<file path="src/rtl/fact_accel.sv">
// Memory-mapped iterative factorial accelerator (one multiply per cycle).
// Optional completion interrupt enabled by defining FACT_IRQ_EN.
module fact_accel #(
  parameter int WIDTH = 32,
  parameter int N_W   = 4,
  parameter int MAX_N = 12
) (
  input  logic             clk,
  input  logic             rst,
  input  logic             we,
  input  logic [1:0]       addr,
  input  logic [WIDTH-1:0] wd,
`ifdef FACT_IRQ_EN
  output logic             irq,
`endif
  output logic [WIDTH-1:0] rd
);

  typedef enum logic [1:0] {IDLE, LOAD, MULT, DONE} state_t;

  localparam logic [N_W-1:0] MAX_N_C = N_W'(MAX_N);
  localparam logic [N_W-1:0] ONE_N   = N_W'(1);

  state_t           state, state_nx;
  logic [N_W-1:0]   n_reg, cnt;
  logic [WIDTH-1:0] acc, result;
  logic             done, err, irq_bit;
  logic             busy, ovf, mult_last, enter_done;
  logic             wr_n, go_acc;
  logic             unused_wd;

  assign unused_wd = ^wd[WIDTH-1:N_W];

  // Bus writes are judged against the pre-edge state, so busy masks them.
  assign wr_n   = we && (addr == 2'd0) && !busy;
  assign go_acc = we && (addr == 2'd1) && wd[0] && !busy;

  always_ff @(posedge clk) begin
    if (rst) state <= IDLE;
    else     state <= state_nx;
  end

  always_comb begin
    state_nx = state;
    case (state)
      IDLE:    if (go_acc) state_nx = LOAD;
      LOAD:    state_nx = ovf ? DONE : MULT;
      MULT:    if (mult_last) state_nx = DONE;
      DONE:    if (go_acc) state_nx = LOAD;
      default: state_nx = IDLE;
    endcase
  end

  always_comb begin
    busy       = (state == LOAD) || (state == MULT);
    ovf        = n_reg > MAX_N_C;
    mult_last  = cnt <= ONE_N;
    enter_done = ((state == LOAD) && ovf) || ((state == MULT) && mult_last);
  end

  always_ff @(posedge clk) begin
    if (rst) begin
      n_reg  <= '0;
      cnt    <= '0;
      acc    <= '0;
      result <= '0;
      done   <= 1'b0;
      err    <= 1'b0;
    end else begin
      if (wr_n) n_reg <= wd[N_W-1:0];
      if (go_acc) begin
        done <= 1'b0;
        err  <= 1'b0;
      end
      if (state == LOAD) begin
        if (ovf) begin
          err    <= 1'b1;
          done   <= 1'b1;
          result <= '0;
        end else begin
          acc <= WIDTH'(1);
          cnt <= n_reg;
        end
      end
      if (state == MULT) begin
        if (mult_last) begin
          result <= acc;
          done   <= 1'b1;
        end else begin
          acc <= acc * WIDTH'(cnt);
          cnt <= cnt - ONE_N;
        end
      end
    end
  end

`ifdef FACT_IRQ_EN
  logic irq_q;
  always_ff @(posedge clk) begin
    if (rst)             irq_q <= 1'b0;
    else if (enter_done) irq_q <= 1'b1;
    else if (go_acc)     irq_q <= 1'b0;
  end
  assign irq     = irq_q;
  assign irq_bit = irq_q;
`else
  assign irq_bit = 1'b0;
`endif

  always_comb begin
    rd = '0;
    case (addr)
      2'd0: rd = WIDTH'(n_reg);
      2'd1: rd = WIDTH'(busy);
      2'd2: begin
        rd[0] = done;
        rd[1] = err;
        rd[2] = irq_bit;
      end
      default: rd = result;
    endcase
  end

endmodule
</file>
<file path="config.mk">
export PLATFORM = sky130hd
export DESIGN_NAME = fact_accel
export DESIGN_NICKNAME = d
export VERILOG_FILES = /design/src/rtl/fact_accel.sv
export SDC_FILE = /design/constraint.sdc
export NUM_CORES = 1
export LEC_CHECK = 0
export BUFFER_PORTS_ARGS = -buffer_cell sky130_fd_sc_hd__buf_2
export CAP_MARGIN = 20
export CORE_ASPECT_RATIO = 2
export CORE_MARGIN = 1
export CORE_UTILIZATION = 64
export CTS_CLUSTER_DIAMETER = 60
export CTS_CLUSTER_SIZE = 16
export DETAILED_ROUTE_END_ITERATION = 12
export GPL_ROUTABILITY_DRIVEN = 0
export PLACE_DENSITY = 0.92
export SLEW_MARGIN = 20
export SYNTH_ARGS = -nofsm -noshare
export SYNTH_HDL_FRONTEND = slang
export SYNTH_SLANG_ARGS = --single-unit
</file>
<file path="constraint.sdc">
create_clock -name clk -period 9.99 [get_ports clk]
set_clock_uncertainty 0.1 [all_clocks]
set_input_delay 0.4995 -clock clk [delete_from_list [all_inputs] [get_ports clk]]
set_output_delay 0.4995 -clock clk [all_outputs]
set_load 0.02 [all_outputs]
</file>
==> impl_metrics.csv <==
group,metric,value,unit
floorplan,die-area,0.0112,mm²
clocking,cts_buffer_depth,2,
finish,drive_gt1_frac,0.0883,
floorplan,io_pins,69,
routing,drc,0,
synth,yosysTopAreaCell,"dfxtp_1",
finish,top_regs,"acc x32, result x32",
finish,final_area,0.00746,mm²
global_route,antenna_found_initial,0,
power_and_ir_drop,ir_drop,0.137,mV
global_route,grt_pass1_wl,31300,µm
routing,via_count,6503,
routing,drt_pass1_iterations,8,
hold_path,holdCritPathClass,"in -> reg",
finish,nets,1020,
timing,rsz0062_at_grt,"false",
synth,ys.flop_type,"dfxtp_1",
setup_path,cp-start-kind,"flip-flop",
setup_path,critPathCaptureType,"flip-flop",
floorplan,initial_core_util,0.659,
clocking,ctsResizeCount,0,
synth,synth.avg_cell_area,7.86,µm²
clocking,cts_buffers,9,
timing,fin_crit_sh,0.483,
status,status,"complete, no violations",
synth,synth-warning-count,0,
power_and_ir_drop,p_leak,3.53,nW
clocking,cts_tree,"built",
timing,finalMaxSlewViolations,0,
global_route,overflow,0,
setup_path,required,10130,ps
global_route,grt_pass1_vias,6594,
floorplan,die_w,75.5,µm
synth,synth.distinct_cells,62,
setup_path,rrSetupSlack,5170,ps
timing,relSlewSlack,0.368,
timing,tns,0,ps
clocking,cts_hold_buf,0,
floorplan,placementRows,53,
run,max-cap-violations,0,
clocking,root_buffer,"clkbuf_16",
place,portBuffers,40,
floorplan,dieHeight,149,µm
synth,synth-edff-count,0,
clocking,clk_pin_slew,70,ps
timing,finalHoldViolations,0,
synth,netlist_area,0.00691,mm²
place,dpl_cell_area,0.00717,mm²
synth,synth-seq-cells,76,
routing,post_drt_wl_per_cell,18.6,µm
synth,netlist_instances,879,
global_route,grt_start_max_net_pins,50,
setup_path,cp_max_fo,22,
finish,fill_cells,793,
timing,worstMarginPinSlew,948,ps
timing,fmax,207,MHz
routing,finalWirelength,19200,µm
clocking,cts.sinks,76,
setup_path,worstSetupPathType,"reg -> reg",
clocking,insertion_delay,350,ps
synth,synth-seq-area-share,0.220,
timing,setup_viol,0,
synth,synthesis.nets,1009,
timing,fin_crit,4820,ps
synth,synth_top_area_frac,0.220,
synth,synth.area.top_cells,"dfxtp_1 (22%), fa_1 (17%), and2_1 (8.0%), inv_1 (6.9%), ha_1 (6.5%)",
global_route,groute.usage.overall,0.372,
power_and_ir_drop,power-per-cell-area,129,mW/mm²
finish,antennaDiodeCount,0,
routing,viasPerCell,6.30,
synth,synthArstFlopShare,0,
floorplan,core-area,0.0105,mm²
routing,first_iter_violations,729,
routing,ant_nets,0,
finish,area_growth,7.95,%
place,dp_hpwl,13400,µm
clocking,postCtsSetupBuffers,0,
setup_path,arrival,4960,ps
clocking,htreeDepth,3,
-- kinds of logic after synthesis --
logic type	count (synthesis)	synth area share
AOI/OAI and AO/OA	177	0.170
DFF	76	0.220
muxes	7	0.0120
buffers and inverters	174	0.0955
adders and majority gates	93	0.230
xor gates and xnor gates	26	0.0330
and+or+nand+nor	326	0.239
-- report_power, final --
part	internal, mW	switching, mW	leakage, nW	total [mW]
clock	0.174	0.146	0.140	0.321
sequential	0.320	0.0376	0.614	0.358
combinational	0.0697	0.215	2.78	0.285
total	0.564	0.399	3.53	0.963
-- cell usage after synthesis, drive strengths merged (3+ instances only) --
library cell  number
o21a               8
a22oi             32
nor2              65
a21oi             50
a32o               3
and2              88
nand2            102
a21o               9
nand4             10
xor2              13
a311oi             4
mux2i              6
nor3               6
a211oi             6
clkbuf            41
or2                3
o2111ai            3
o21ai             33
o21bai             4
and3              32
xnor2             13
a31oi              4
inv              127
ha                36
dfxtp             76
fa                57
nand3              6
o31ai              4
buf                6
-- layer usage --
metal / up-vias / routed length [µm] / global-route usage
met5: - / 0 / 0
met4: 0 / 1580 / 0.305
met3: 141 / 1470 / 0.103
met2: 349 / 9860 / 0.609
met1: 3103 / 6280 / 0.377
li1: 2910 / - / -
-- worst paths after layout --
kind	start	to	depth (start not counted)
max	cnt[3]	acc[30]	13
min	wd[3]	n_reg[3]	3
max reg2reg	cnt[3]	acc[30]	13
min reg2reg	done	done	2
-- layout by cell type (no fill, tap or decap), types with 3 or more instances in the layout --
master and instances:
or2_2 3, buf_2 40, xor2_1 13, mux2i_1 6, fa_1 57, a311oi_1 4
a21o_1 9, o21a_1 8, dfxtp_1 75, o31ai_1 3, a211oi_1 6, and2_1 88
o21bai_1 4, nor3_1 6, nand2_1 102, a31oi_1 4, nand4_1 10, and3_1 32
ha_1 36, a21oi_1 49, buf_4 7, xnor2_1 13, nand3_1 6, o21ai_1 4
nor2_1 64, inv_1 127, a32o_1 3, o21ai_0 29, clkbuf_16 9, a22oi_1 32
-- layout make-up --
| type | instances | area (µm²) | share of cell area |
|---|---|---|---|
| Clock buffer | 9 | 225 | 0.0302 |
| Tap cell | 137 | 171 | 0.0230 |
| Multi-Input combinational cell | 629 | 4740 | 0.636 |
| Timing Repair Buffer | 47 | 253 | 0.0339 |
| Clock inverter | 7 | 65.1 | 0.00872 |
| Sequential cell | 76 | 1520 | 0.204 |
| Inverter | 127 | 477 | 0.0639 |
-- worst max-delay path, stage by stage (launching register included) --
cell,delay [ps]
dfxtp_1,700
buf_4,390
nand2_1,130
fa_1,500
fa_1,520
inv_1,40
ha_1,340
nor2b_4,160
o2111ai_2,240
nand4b_2,230
a2111oi_2,750
or4_4,270
nand3_1,80
a32o_1,260
-- stage by stage --
stage | std cells | worst slack, ps | hold WS, ps | power, mW | utilization
4_1_cts | 1032 | 5240 | 288 | 0.950 | 0.712
3_3_place_gp | 1016 | 5420 | 341 | 0.620 | 0.684
3_5_place_dp | 1016 | 5290 | 355 | 0.628 | 0.684
6_report | 1032 | 5170 | 290 | 0.963 | 0.712
2_1_floorplan | 879 | 6000 | 333 | 0.533 | -
5_1_grt | 1032 | 5040 | 305 | 0.993 | 0.712
Power figures use the tool's default switching activity.
